## src/rtl/way_hit_detect_pkg.sv

```systemverilog
// Shared constants, types and tree pseudo-LRU helpers for the way hit-detect slice.
// WAY_HIT_PLRU_EN selects per-set tree PLRU; otherwise a global round-robin victim counter is used.
package cache_pkg;

    localparam int WAYS     = 4;
    localparam int SETS     = 64;
    localparam int TAG_BITS = 20;
    localparam int SET_BITS = $clog2(SETS);
    localparam int LVLS     = $clog2(WAYS);
    localparam int NODES    = WAYS - 1;

    typedef logic [WAYS-1:0]  way_onehot_t;
    typedef logic [NODES-1:0] plru_bits_t;
    // NODES < WAYS, so LVLS bits are enough to address every tree node.
    typedef logic [LVLS-1:0]  node_idx_t;

    function automatic way_onehot_t lowest_set(way_onehot_t v);
        return v & (~v + way_onehot_t'(1));
    endfunction

    function automatic int onehot_idx(way_onehot_t oh);
        int idx;
        idx = 0;
        for (int i = WAYS - 1; i >= 0; i--) begin
            if (oh[i]) idx = i;
        end
        return idx;
    endfunction

    // Walk from the root; a 0 bit steers toward the lower-index half.
    function automatic way_onehot_t plru_victim(plru_bits_t bits);
        int node;
        int leaf;
        int b;
        node = 0;
        leaf = 0;
        for (int l = 0; l < LVLS; l++) begin
            b    = bits[node_idx_t'(node)] ? 1 : 0;
            leaf = 2 * leaf + b;
            node = 2 * node + 1 + b;
        end
        return way_onehot_t'(1) << leaf;
    endfunction

    // Every node on the path of the touched way is turned to point away from it.
    function automatic plru_bits_t plru_touch(plru_bits_t bits, way_onehot_t way);
        plru_bits_t nb;
        int         node;
        int         w;
        int         dir;
        nb   = bits;
        node = 0;
        w    = onehot_idx(way);
        for (int l = 0; l < LVLS; l++) begin
            dir                     = (w >> (LVLS - 1 - l)) & 1;
            nb[node_idx_t'(node)]   = (dir == 0);
            node                    = 2 * node + 1 + dir;
        end
        return nb;
    endfunction

endpackage

```

## src/rtl/way_hit_detect_if.sv

```systemverilog
// Request/response/fill bundle between the tag-array front end and the hit-detect stage.
interface way_hit_detect_if;
    import cache_pkg::*;

    logic                     i_req_valid;
    logic                     o_req_ready;
    logic [TAG_BITS-1:0]      i_req_tag;
    logic [SET_BITS-1:0]      i_req_set;
    logic [WAYS*TAG_BITS-1:0] i_tags;
    way_onehot_t              i_way_valid;

    logic                     o_rsp_valid;
    logic                     i_rsp_ready;
    logic                     o_hit;
    way_onehot_t              o_way_sel;
    way_onehot_t              o_victim_way;
    logic                     o_multi_hit;

    logic                     i_fill_valid;
    logic [SET_BITS-1:0]      i_fill_set;
    way_onehot_t              i_fill_way;

    modport master (
        output i_req_valid, i_req_tag, i_req_set, i_tags, i_way_valid,
        output i_rsp_ready, i_fill_valid, i_fill_set, i_fill_way,
        input  o_req_ready, o_rsp_valid, o_hit, o_way_sel, o_victim_way, o_multi_hit
    );

    modport slave (
        input  i_req_valid, i_req_tag, i_req_set, i_tags, i_way_valid,
        input  i_rsp_ready, i_fill_valid, i_fill_set, i_fill_way,
        output o_req_ready, o_rsp_valid, o_hit, o_way_sel, o_victim_way, o_multi_hit
    );

endinterface

```

## src/rtl/way_hit_detect_plru_tree.sv

```systemverilog
// Per-set tree pseudo-LRU state with a combinational victim read and hit/fill touch ports.
// Used by way_hit_detect only when WAY_HIT_PLRU_EN is defined.
module plru_tree
    import cache_pkg::*;
(
    input  logic                i_clk,
    input  logic                i_rst_n,
    input  logic [SET_BITS-1:0] rd_set,
    output way_onehot_t         rd_victim,
    input  logic                hit_en,
    input  logic [SET_BITS-1:0] hit_set,
    input  way_onehot_t         hit_way,
    input  logic                fill_en,
    input  logic [SET_BITS-1:0] fill_set,
    input  way_onehot_t         fill_way
);

    logic [SETS-1:0][NODES-1:0] set_bits;
    logic                       fill_ok;

    // A fill whose way vector is not one-hot carries no usable way and is dropped.
    assign fill_ok = fill_en && (fill_way != '0)
                     && ((fill_way & (fill_way - way_onehot_t'(1))) == '0);

    assign rd_victim = plru_victim(set_bits[rd_set]);

    for (genvar gi = 0; gi < SETS; gi++) begin : g_set
        plru_bits_t bits_reg;

        // Fill wins over a hit in the same set; different sets update independently.
        always_ff @(posedge i_clk or negedge i_rst_n) begin
            if (!i_rst_n) begin
                bits_reg <= '0;
            end else if (fill_ok && (fill_set == SET_BITS'(gi))) begin
                bits_reg <= plru_touch(bits_reg, fill_way);
            end else if (hit_en && (hit_set == SET_BITS'(gi))) begin
                bits_reg <= plru_touch(bits_reg, hit_way);
            end
        end

        assign set_bits[gi] = bits_reg;
    end

endmodule

```

## src/rtl/way_hit_detect.sv

```systemverilog
// 4-way tag compare with registered one-hot way select, hit/multi-hit flags and victim choice.
// WAY_HIT_PLRU_EN: per-set tree PLRU victim; undefined: global round-robin victim counter.
module way_hit_detect
    import cache_pkg::*;
(
    input  logic         i_clk,
    input  logic         i_rst_n,
    way_hit_detect_if.slave bus
);

    way_onehot_t match;
    way_onehot_t sel_c;
    way_onehot_t invalid;
    way_onehot_t victim_c;
    way_onehot_t repl_victim;
    logic        hit_c;
    logic        multi_c;
    logic        accept;

    logic        rsp_valid_reg;
    logic        hit_reg;
    way_onehot_t way_sel_reg;
    way_onehot_t victim_reg;
    logic        multi_hit_reg;

    for (genvar gi = 0; gi < WAYS; gi++) begin : g_cmp
        assign match[gi] = bus.i_way_valid[gi]
                           && (bus.i_tags[gi*TAG_BITS +: TAG_BITS] == bus.i_req_tag);
    end

    assign hit_c   = |match;
    assign sel_c   = lowest_set(match);
    assign multi_c = (match & (match - way_onehot_t'(1))) != '0;

    // An empty way is always preferred over evicting live data.
    assign invalid  = ~bus.i_way_valid;
    assign victim_c = (|invalid) ? lowest_set(invalid) : repl_victim;

    assign bus.o_req_ready = !rsp_valid_reg || bus.i_rsp_ready;
    assign accept          = bus.i_req_valid && bus.o_req_ready;

`ifdef WAY_HIT_PLRU_EN
    plru_tree u_plru (
        .i_clk     (i_clk),
        .i_rst_n   (i_rst_n),
        .rd_set    (bus.i_req_set),
        .rd_victim (repl_victim),
        .hit_en    (accept && hit_c),
        .hit_set   (bus.i_req_set),
        .hit_way   (sel_c),
        .fill_en   (bus.i_fill_valid),
        .fill_set  (bus.i_fill_set),
        .fill_way  (bus.i_fill_way)
    );
`else
    logic [LVLS-1:0] rr_cnt_reg;
    logic            unused_fill;

    // Wraps naturally because WAYS is a power of two.
    always_ff @(posedge i_clk or negedge i_rst_n) begin
        if (!i_rst_n) begin
            rr_cnt_reg <= '0;
        end else if (accept && !hit_c) begin
            rr_cnt_reg <= rr_cnt_reg + LVLS'(1);
        end
    end

    assign repl_victim = way_onehot_t'(1) << rr_cnt_reg;
    assign unused_fill = ^{bus.i_fill_valid, bus.i_fill_set, bus.i_fill_way, bus.i_req_set};
`endif

    always_ff @(posedge i_clk or negedge i_rst_n) begin
        if (!i_rst_n) begin
            rsp_valid_reg <= 1'b0;
            hit_reg       <= 1'b0;
            way_sel_reg   <= '0;
            victim_reg    <= '0;
            multi_hit_reg <= 1'b0;
        end else if (accept) begin
            rsp_valid_reg <= 1'b1;
            hit_reg       <= hit_c;
            way_sel_reg   <= sel_c;
            victim_reg    <= victim_c;
            multi_hit_reg <= multi_c;
        end else if (bus.i_rsp_ready) begin
            rsp_valid_reg <= 1'b0;
        end
    end

    assign bus.o_rsp_valid  = rsp_valid_reg;
    assign bus.o_hit        = hit_reg;
    assign bus.o_way_sel    = way_sel_reg;
    assign bus.o_victim_way = victim_reg;
    assign bus.o_multi_hit  = multi_hit_reg;

endmodule

```

## src/flat_wrapper.sv

```systemverilog
// flat-port wrapper written by rule: the top's interface ports become plain ports
module way_hit_detect_flat import cache_pkg::*;
  (i_clk, i_rst_n, bus_i_req_valid, bus_i_req_tag, bus_i_req_set, bus_i_tags, bus_i_way_valid, bus_i_rsp_ready, bus_i_fill_valid, bus_i_fill_set, bus_i_fill_way, bus_o_req_ready, bus_o_rsp_valid, bus_o_hit, bus_o_way_sel, bus_o_victim_way, bus_o_multi_hit);
  way_hit_detect_if bus_i ();
  input  logic i_clk;
  input  logic i_rst_n;
  input wire logic [$bits(bus_i.i_req_valid)-1:0] bus_i_req_valid;
  input wire logic [$bits(bus_i.i_req_tag)-1:0] bus_i_req_tag;
  input wire logic [$bits(bus_i.i_req_set)-1:0] bus_i_req_set;
  input wire logic [$bits(bus_i.i_tags)-1:0] bus_i_tags;
  input wire logic [$bits(bus_i.i_way_valid)-1:0] bus_i_way_valid;
  input wire logic [$bits(bus_i.i_rsp_ready)-1:0] bus_i_rsp_ready;
  input wire logic [$bits(bus_i.i_fill_valid)-1:0] bus_i_fill_valid;
  input wire logic [$bits(bus_i.i_fill_set)-1:0] bus_i_fill_set;
  input wire logic [$bits(bus_i.i_fill_way)-1:0] bus_i_fill_way;
  output wire logic [$bits(bus_i.o_req_ready)-1:0] bus_o_req_ready;
  output wire logic [$bits(bus_i.o_rsp_valid)-1:0] bus_o_rsp_valid;
  output wire logic [$bits(bus_i.o_hit)-1:0] bus_o_hit;
  output wire logic [$bits(bus_i.o_way_sel)-1:0] bus_o_way_sel;
  output wire logic [$bits(bus_i.o_victim_way)-1:0] bus_o_victim_way;
  output wire logic [$bits(bus_i.o_multi_hit)-1:0] bus_o_multi_hit;
  assign bus_i.i_req_valid = bus_i_req_valid;
  assign bus_i.i_req_tag = bus_i_req_tag;
  assign bus_i.i_req_set = bus_i_req_set;
  assign bus_i.i_tags = bus_i_tags;
  assign bus_i.i_way_valid = bus_i_way_valid;
  assign bus_i.i_rsp_ready = bus_i_rsp_ready;
  assign bus_i.i_fill_valid = bus_i_fill_valid;
  assign bus_i.i_fill_set = bus_i_fill_set;
  assign bus_i.i_fill_way = bus_i_fill_way;
  assign bus_o_req_ready = bus_i.o_req_ready;
  assign bus_o_rsp_valid = bus_i.o_rsp_valid;
  assign bus_o_hit = bus_i.o_hit;
  assign bus_o_way_sel = bus_i.o_way_sel;
  assign bus_o_victim_way = bus_i.o_victim_way;
  assign bus_o_multi_hit = bus_i.o_multi_hit;
  way_hit_detect u_core (.i_clk(i_clk), .i_rst_n(i_rst_n), .bus(bus_i));
endmodule
```

## config.mk

```make
export PLATFORM = sky130hd
export DESIGN_NAME = way_hit_detect_flat
export DESIGN_NICKNAME = d
export VERILOG_FILES = /design/src/rtl/way_hit_detect_pkg.sv /design/src/rtl/way_hit_detect_if.sv /design/src/rtl/way_hit_detect_plru_tree.sv /design/src/rtl/way_hit_detect.sv /design/src/flat_wrapper.sv
export SDC_FILE = /design/constraint.sdc
export NUM_CORES = 1
export LEC_CHECK = 0
export ABC_AREA = 1
export BUFFER_PORTS_ARGS = -buffer_cell sky130_fd_sc_hd__buf_2
export CELL_PAD_IN_SITES_DETAIL_PLACEMENT = 1
export CELL_PAD_IN_SITES_GLOBAL_PLACEMENT = 2
export CORE_ASPECT_RATIO = 1.2
export CORE_UTILIZATION = 19
export CTS_CLUSTER_SIZE = 25
export DETAILED_ROUTE_END_ITERATION = 6
export GPL_ROUTABILITY_DRIVEN = 0
export GPL_TIMING_DRIVEN = 0
export HOLD_SLACK_MARGIN = 0.02
export PLACE_DENSITY_LB_ADDON = 0.1
export SYNTH_ARGS = -nofsm -noshare
export SYNTH_HDL_FRONTEND = slang
export SYNTH_SLANG_ARGS = --single-unit
```

## constraint.sdc

```tcl
create_clock -name i_clk -period 1.4 [get_ports i_clk]
set_input_delay 0.14 -clock i_clk [delete_from_list [all_inputs] [get_ports i_clk]]
set_output_delay 0.14 -clock i_clk [all_outputs]
set_load 0.05 [all_outputs]
```

* Word-level counts from Yosys, hierarchy flattened
Cells that the tools add are included.
Cells by class: add/sub/neg operators 4, equal/unequal tests 4, shift-type cells 1, multiplexer cells 3, bitwise gates (word level) 6, reductions and logical operators 13
Operator list (count):
- == test 20 bit | 4
- AND 4 bit | 3
- inverter 4 bit | 3
- adder 4 x 1 -> 4 bit (second input constant) | 2
- OR reduction 4 bit | 2
- logical AND 1 bit | 6
- 2-to-1 mux 4 bit | 1
- nonzero test 4 bit | 1
- << shifter 1 x 2 -> 4 bit (first input constant) | 1
- subtractor 4 x 1 -> 4 bit (second input constant) | 1
- adder 2 x 1 -> 2 bit (second input constant) | 1
- zero test 1 bit | 2
- 2-to-1 mux 1 bit | 2
- nonzero test 2 bit | 1
- logical OR 1 bit | 1
Storage, ports and cells: bits in registers 13, input port bits 125, output and inout bits 12, word-level logic and storage cells 37

* Depth between registers and ports, before layout
Gate-level depths: netlist of run 1.
depth in word-level cells 5, mapped depth 12

* Worst setup path before layout of run 1
OpenSTA, ideal clock, no wires.
path type flip-flop to flip-flop, from reg u_core.rsp_valid_reg (netlist: u_core.bus.o_rsp_valid), to reg u_core.multi_hit_reg (netlist: u_core.bus.o_multi_hit), library setup time 0.113 ns, data arrival time 1.770 ns, data required time 1.287 ns, path slack -0.483 ns, stages on the path, launching flop included 7, path buffers 0, period minus slack after synthesis 1.883 ns, path through dfrtp_1 -> nand2_1 -> nand2_2 -> inv_1 -> or2_2 -> nand2_1 -> inv_1
On the way: cells in the longest elaborated chain, start to end 3
Ends and longest elaborated chain:
- from (decl) | RTL line way_hit_detect.sv:20 | logic rsp_valid_reg;
- from (signal assigned) | RTL line way_hit_detect.sv:74 | rsp_valid_reg <= 1'b0;
- from (signal assigned) | RTL line way_hit_detect.sv:80 | rsp_valid_reg <= 1'b1;
- from (signal assigned) | RTL line way_hit_detect.sv:86 | rsp_valid_reg <= 1'b0;
- zero test 1 bit | RTL line way_hit_detect.sv:39 | assign bus.o_req_ready = !rsp_valid_reg || bus.i_rsp_ready;
- logical OR 1 bit | RTL line way_hit_detect.sv:39
- via bus_o_req_ready | RTL line flat_wrapper.sv:16 | output wire logic [$bits(bus_i.o_req_ready)-1:0] bus_o_req_ready;
- logical AND 1 bit | RTL line way_hit_detect.sv:40 | assign accept = bus.i_req_valid && bus.o_req_ready;
- to (signal assigned) | RTL line way_hit_detect.sv:84 | multi_hit_reg <= multi_c;
- to (decl) | RTL line way_hit_detect.sv:24 | logic multi_hit_reg;
The timed path passes the listed nets, and every way through them passes these cells. A chain may end at the register's enable or synchronous reset.

* Worst setup path in the final report of run 1
from reg u_core.rsp_valid_reg (netlist: u_core.bus.o_rsp_valid), to reg u_core.victim_reg[3] (netlist: u_core.bus.o_victim_way[3])
On the way: cells in the longest elaborated chain, start to end 3
Ends and longest elaborated chain:
- zero test 1 bit | RTL line way_hit_detect.sv:39
- logical OR 1 bit | RTL line way_hit_detect.sv:39
- logical AND 1 bit | RTL line way_hit_detect.sv:40
- to (signal assigned) | RTL line way_hit_detect.sv:83 | victim_reg <= victim_c;
- to (decl) | RTL line way_hit_detect.sv:23 | way_onehot_t victim_reg;
Every way passes these cells.

==> metrics.csv, run 1 <==
metric,value,unit
share of layout cells above drive strength 1,0.289,
"Slew Viols, Final",0,
"Distinct cells, synth",28,
CP Launch Type,flop,
Worst EP arrival,1430,ps
Synth Cell Area,2210,µm²
drt wl/cell,13.6,µm
Synth area leader,nand2_1,
Ports,137,
Final Total Pwr,1.93,mW
kind of critical path,flop to flop,
Worst Tran Pin Value,349,ps
die area,12100,µm²
Initial Utilization,0.198,
postcts setup bufs,0,
clock latency on the worst-skew pair,240,ps
Root Buffer,clkbuf_16,
GR peak layer,met2,
max-cap violation count,0,
Max IR drop VDD,346,µV
Synth Register Bits,13,
GRT met3 Usage,0.0168,
CTS tree,done,
buffers added on ports,119,
initial antenna violation count,0,
crit-path most repeated cell,o21ai_0,
utilization after layout,0.278,
final hold violation count,0,
Overflow after GRT,0,
total number of vias,2947,
All-Layer GR Usage,0.166,
fin crit share,0.912,
CTS Buffer Depth,2,
minimum clock period,1280,ps
post-placement setup slack,-104,ps
worst path required time,1550,ps
DRT Pass-1 Iters,4,
clock skew,3.13,ps
clk sinks,13,
Slew headroom,0.766,
"CP delay by family, top",flip-flops,
layout net count,698,
RSZ-0062 raised after global routing,no,
endpoints failing setup,0,
Worst Path Max Fanout,10,
syn_area_per_cell,4.98,µm²
synth warn,0,
Die Y,120,µm
met1 GRT Util,0.188,
final WL,9790,µm
share of the synthesized area in the top cell type,0.346,
sequential fraction of the synthesis area,0.147,
final cell count without fillers,722,
htree depth,1,
Ant. Diodes,0,
hold_ws,202,ps
met2 Usage GRT,0.330,
number of vias per cell,4.08,
global-route wire length before repair,15200,µm
Fmax achieved,783,MHz
worst path bufs/invs,2,
"Reg clk slew, reported paths",40,ps
hpwl dp,8980,µm
Synth-to-Final Area Change,40.4,%
final worst slack,123,ps
Syn Nets,573,
"antenna viol nets, final",0,
design area,3110,µm²
number of global-route vias before repair,3061,
largest cells by area after synthesis,"nand2_1 (35%), dfrtp_1 (15%), inv_1 (11%)",
total core area,11200,µm²
total CTS buffers,3,
DP Cell Count,717,
setup TNS,0,ps
P per Cell Area,620,nW/µm²
CP Capture Type,flop,
CP cell instances,nand2_8 -> nand2_2 -> inv_2 -> clkbuf_8 -> o21ai_0 -> o21ai_0,
run status,completed,
Pleak,1.94,nW
row count,42,
largest net degree at the start of global routing,14,
Post-Synthesis Cells,444,
crit-path max cell delay,430,ps
DRT iter0 DRCs,63,
CP max-delay cell,dfrtp_2,
Die W,101,µm
Placed Area,3020,µm²
DRC viols,0,
Worst Hold Class,input pin to flop,
synthesized netlist by cell type:
cell and count:
xnor2_1 7, a32o_1 1, o21ai_1 6, o21ai_0 12, or2_1 2, nor3_1 5, or2_0 2, nor2_2 7
o31ai_1 1, inv_2 22, nor2_1 57, o211ai_1 1, nand3_1 12, nor3b_1 2, xor2_1 4, clkbuf_8 1
ha_1 4, nand2_1 204, nand2_2 1, inv_1 64, nor3_2 1, dfrtp_1 13, nand3_4 1, o21a_1 1
nand3_2 5, or2_2 1, nand4_1 6, a21oi_1 1
final cells by class:
cell class	instances	area [µm²]
Timing Repair Buffer	120	606
Tap cell	154	193
Fill cell	1534	8090
Sequential cell	13	327
Buffer	1	13.8
Multi-Input combinational cell	344	1570
Clock buffer	4	78.8
Inverter	86	323
what timing repair did:
item                       in CTS  in global routing
hold endpoints to repair       13                  0
gates resized for setup         0                  1
setup endpoints to repair       0                  1
hold buffers                    1                  0
logic make-up after synthesis:
| kind of cell | count (synthesis) | share of synthesized area |
|---|---|---|
| simple gates | 306 | 0.577 |
| compound gates | 23 | 0.0577 |
| xor+xnor | 11 | 0.0436 |
| buf+inv | 87 | 0.152 |
| flops | 13 | 0.147 |
| fa+ha+maj | 4 | 0.0226 |
report_power, final:
| part | switching (mW) | total, mW | internal (mW) |
|---|---|---|---|
| Sequential | 0.0440 | 0.470 | 0.426 |
| Combinational | 0.586 | 0.926 | 0.341 |
| Clock | 0.147 | 0.530 | 0.383 |
| Total | 0.777 | 1.93 | 1.15 |
worst reg2reg max path, stage by stage (launching register included):
cell	delay (ps)
dfrtp_2	430
nand2_8	80
nand2_2	140
inv_2	110
clkbuf_8	180
o21ai_0	90
o21ai_0	160
placed cells by master (no fill, tap or decap), types with 6 or more instances in the layout:
| cell | instances |
|---|---|
| o21ai_1 | 6 |
| xnor2_1 | 7 |
| nor2_2 | 7 |
| nor2_1 | 57 |
| buf_2 | 119 |
| inv_1 | 63 |
| dfrtp_1 | 12 |
| nand3_1 | 12 |
| nand2_1 | 203 |
| inv_2 | 23 |
| o21ai_0 | 12 |
| nand4_1 | 6 |
path summary, 6_finish.rpt:
check	start	endpoint	slack (ps)	cells after the start
max	u_core.bus.o_rsp_valid$_DFFE_PN0P_	u_core.bus.o_victim_way[3]$_DFFE_PN0P_	120	6
min	bus_i_way_valid[1]	u_core.bus.o_victim_way[1]$_DFFE_PN0P_	200	2
max reg2reg	u_core.bus.o_rsp_valid$_DFFE_PN0P_	u_core.bus.o_victim_way[3]$_DFFE_PN0P_	120	6
min reg2reg	u_core.bus.o_way_sel[3]$_DFFE_PN0P_	u_core.bus.o_way_sel[3]$_DFFE_PN0P_	480	2
max in group asynchronous	i_rst_n	u_core.bus.o_rsp_valid$_DFFE_PN0P_	830	2
min in group asynchronous	i_rst_n	u_core.bus.o_victim_way[3]$_DFFE_PN0P_	330	2
layer usage:
layer  vias to the layer above  wire length, µm
met5                         -                0
met4                         0               94
met3                         4              331
met2                        67             5220
met1                      1312             4140
li1                       1564                -
Power figures use the tool's default switching activity.
==> run 2, diff against run 1 <==
--- a/config.mk
+++ b/config.mk
@@ -10,7 +10,7 @@
 export CELL_PAD_IN_SITES_DETAIL_PLACEMENT = 1
 export CELL_PAD_IN_SITES_GLOBAL_PLACEMENT = 2
 export CORE_ASPECT_RATIO = 1.2
-export CORE_UTILIZATION = 19
+export CORE_UTILIZATION = 20
 export CTS_CLUSTER_SIZE = 25
 export DETAILED_ROUTE_END_ITERATION = 6
 export GPL_ROUTABILITY_DRIVEN = 0
==> constraint.sdc (replaced) <==
create_clock -name i_clk -period 1.6 [get_ports i_clk]
set_input_delay 0.16 -clock i_clk [delete_from_list [all_inputs] [get_ports i_clk]]
set_output_delay 0.16 -clock i_clk [all_outputs]
set_load 0.05 [all_outputs]
==> metrics.csv, run 2 (synthesized netlist as in run 1, its figures left out) <==
metric,value,unit
Max IR drop VDD,270,µV
final cell count without fillers,697,
global-route wire length before repair,14700,µm
"Reg clk slew, reported paths",50,ps
hpwl dp,8770,µm
clk sinks,13,
htree depth,1,
setup TNS,0,ps
CTS Hold Buffers Added,1,
All-Layer GR Usage,0.168,
clock latency on the worst-skew pair,240,ps
post-placement setup slack,81.6,ps
CP Launch Type,flop,
Fmax achieved,792,MHz
DP Cell Count,692,
drt wl/cell,13.5,µm
buffers added on ports,119,
largest net degree at the start of global routing,14,
Slew headroom,0.722,
Worst Tran Pin Value,414,ps
Ports,137,
Initial Utilization,0.208,
P per Cell Area,547,nW/µm²
final hold violation count,0,
postcts setup bufs,0,
minimum clock period,1260,ps
initial antenna violation count,0,
Pleak,1.94,nW
clock skew,3.03,ps
worst path required time,1760,ps
total CTS buffers,3,
multi-input logic area,1550,µm²
failing checks,design-rule violations,
final WL,9410,µm
fill count,1501,
number of vias per cell,4.23,
number of global-route vias before repair,3062,
row count,41,
Worst Hold Class,input pin to flop,
total number of vias,2950,
"commonest cells after routing, fill and taps aside","nand2_1 (203), buf_2 (119), inv_1 (64), nor2_1 (57), inv_2 (22)",
DRC viols,3,
run status,finished with violations,
DRT iter0 DRCs,71,
Die Y,117,µm
"CP delay by family, top",flip-flops,
share of layout cells above drive strength 1,0.287,
CP max-delay cell,dfrtp_2,
CP cell instances,nand2_2 -> nand2_2 -> inv_1 -> clkbuf_8 -> o21ai_0 -> o21ai_0,
Root Buffer,clkbuf_16,
DRT Pass-1 Iters,6,
max-cap violation count,0,
"antenna viol nets, final",0,
worst path bufs/invs,2,
flip-flop and latch area,327,µm²
total core area,10600,µm²
die area,11500,µm²
CTS tree,done,
crit-path max cell delay,400,ps
hold_ws,191,ps
Synth-to-Final Area Change,38.4,%
Overflow after GRT,0,
fin crit share,0.789,
layout net count,698,
Worst Path Max Fanout,10,
Worst EP arrival,1420,ps
final worst slack,337,ps
kind of critical path,flop to flop,
Die W,98.0,µm
RSZ-0062 raised after global routing,no,
"Slew Viols, Final",0,
Ant. Diodes,0,
"commonest non-fill, non-tap cell in the layout",nand2_1,
post-CTS resize count,0,
endpoints failing setup,0,
CTS Buffer Depth,2,
CP Capture Type,flop,
run 2: cell counts in the layout (fill, tap and decap cells not counted):
Identical to the previous run, type by type.
run 2: metal layers:
metal	global-route usage	part of all wire	up-vias
met3	0.0131	0.039	4
met4	0.0263	0.0065	0
li1	-	-	1568
met5	0	0	-
met1	0.193	0.42	1305
met2	0.344	0.53	73
run 2: final timing paths:
check                                                         start                                     end  cells after the start  slack (ps)
worst min register to register  u_core.bus.o_way_sel[0]$_DFFE_PN0P_     u_core.bus.o_way_sel[0]$_DFFE_PN0P_                      1         480
worst max register to register   u_core.bus.o_rsp_valid$_DFFE_PN0P_  u_core.bus.o_victim_way[3]$_DFFE_PN0P_                      6         340
worst min-delay path                                bus_i_rsp_ready      u_core.bus.o_rsp_valid$_DFFE_PN0P_                      4         190
worst max-delay path             u_core.bus.o_rsp_valid$_DFFE_PN0P_  u_core.bus.o_victim_way[3]$_DFFE_PN0P_                      6         340
min in group asynchronous                                   i_rst_n     u_core.bus.o_way_sel[2]$_DFFE_PN0P_                      2         340
max in group asynchronous                                   i_rst_n      u_core.bus.o_rsp_valid$_DFFE_PN0P_                      2        1010
run 2: cell type report:
class | count | area share
Multi-Input combinational cell | 344 | 0.507
Timing Repair Buffer | 120 | 0.198
Sequential cell | 13 | 0.107
Inverter | 86 | 0.105
Tap cell | 129 | 0.0527
Clock buffer | 4 | 0.0257
Buffer | 1 | 0.00450
run 2: worst reg2reg max path, stage by stage, from the launching register on:
cell and delay, ps:
dfrtp_2 400, nand2_2 90, nand2_2 140, inv_1 130
clkbuf_8 180, o21ai_0 90, o21ai_0 150
run 2: through the flow:
| step | total power, mW | utilization | instance area (µm²) |
|---|---|---|---|
| floorplan | 0.875 | - | 2220 |
| global placement | 1.21 | 0.280 | 2970 |
| detailed placement | 1.23 | 0.280 | 2970 |
| CTS | 1.71 | 0.288 | 3060 |
| global route | 1.82 | 0.288 | 3060 |
| finish | 1.68 | 0.288 | 3060 |
run 2: power by group:
| part | total [mW] | internal, mW | switching [mW] |
|---|---|---|---|
| sequential | 0.409 | 0.373 | 0.0358 |
| combinational | 0.800 | 0.295 | 0.505 |
| clock | 0.468 | 0.336 | 0.132 |
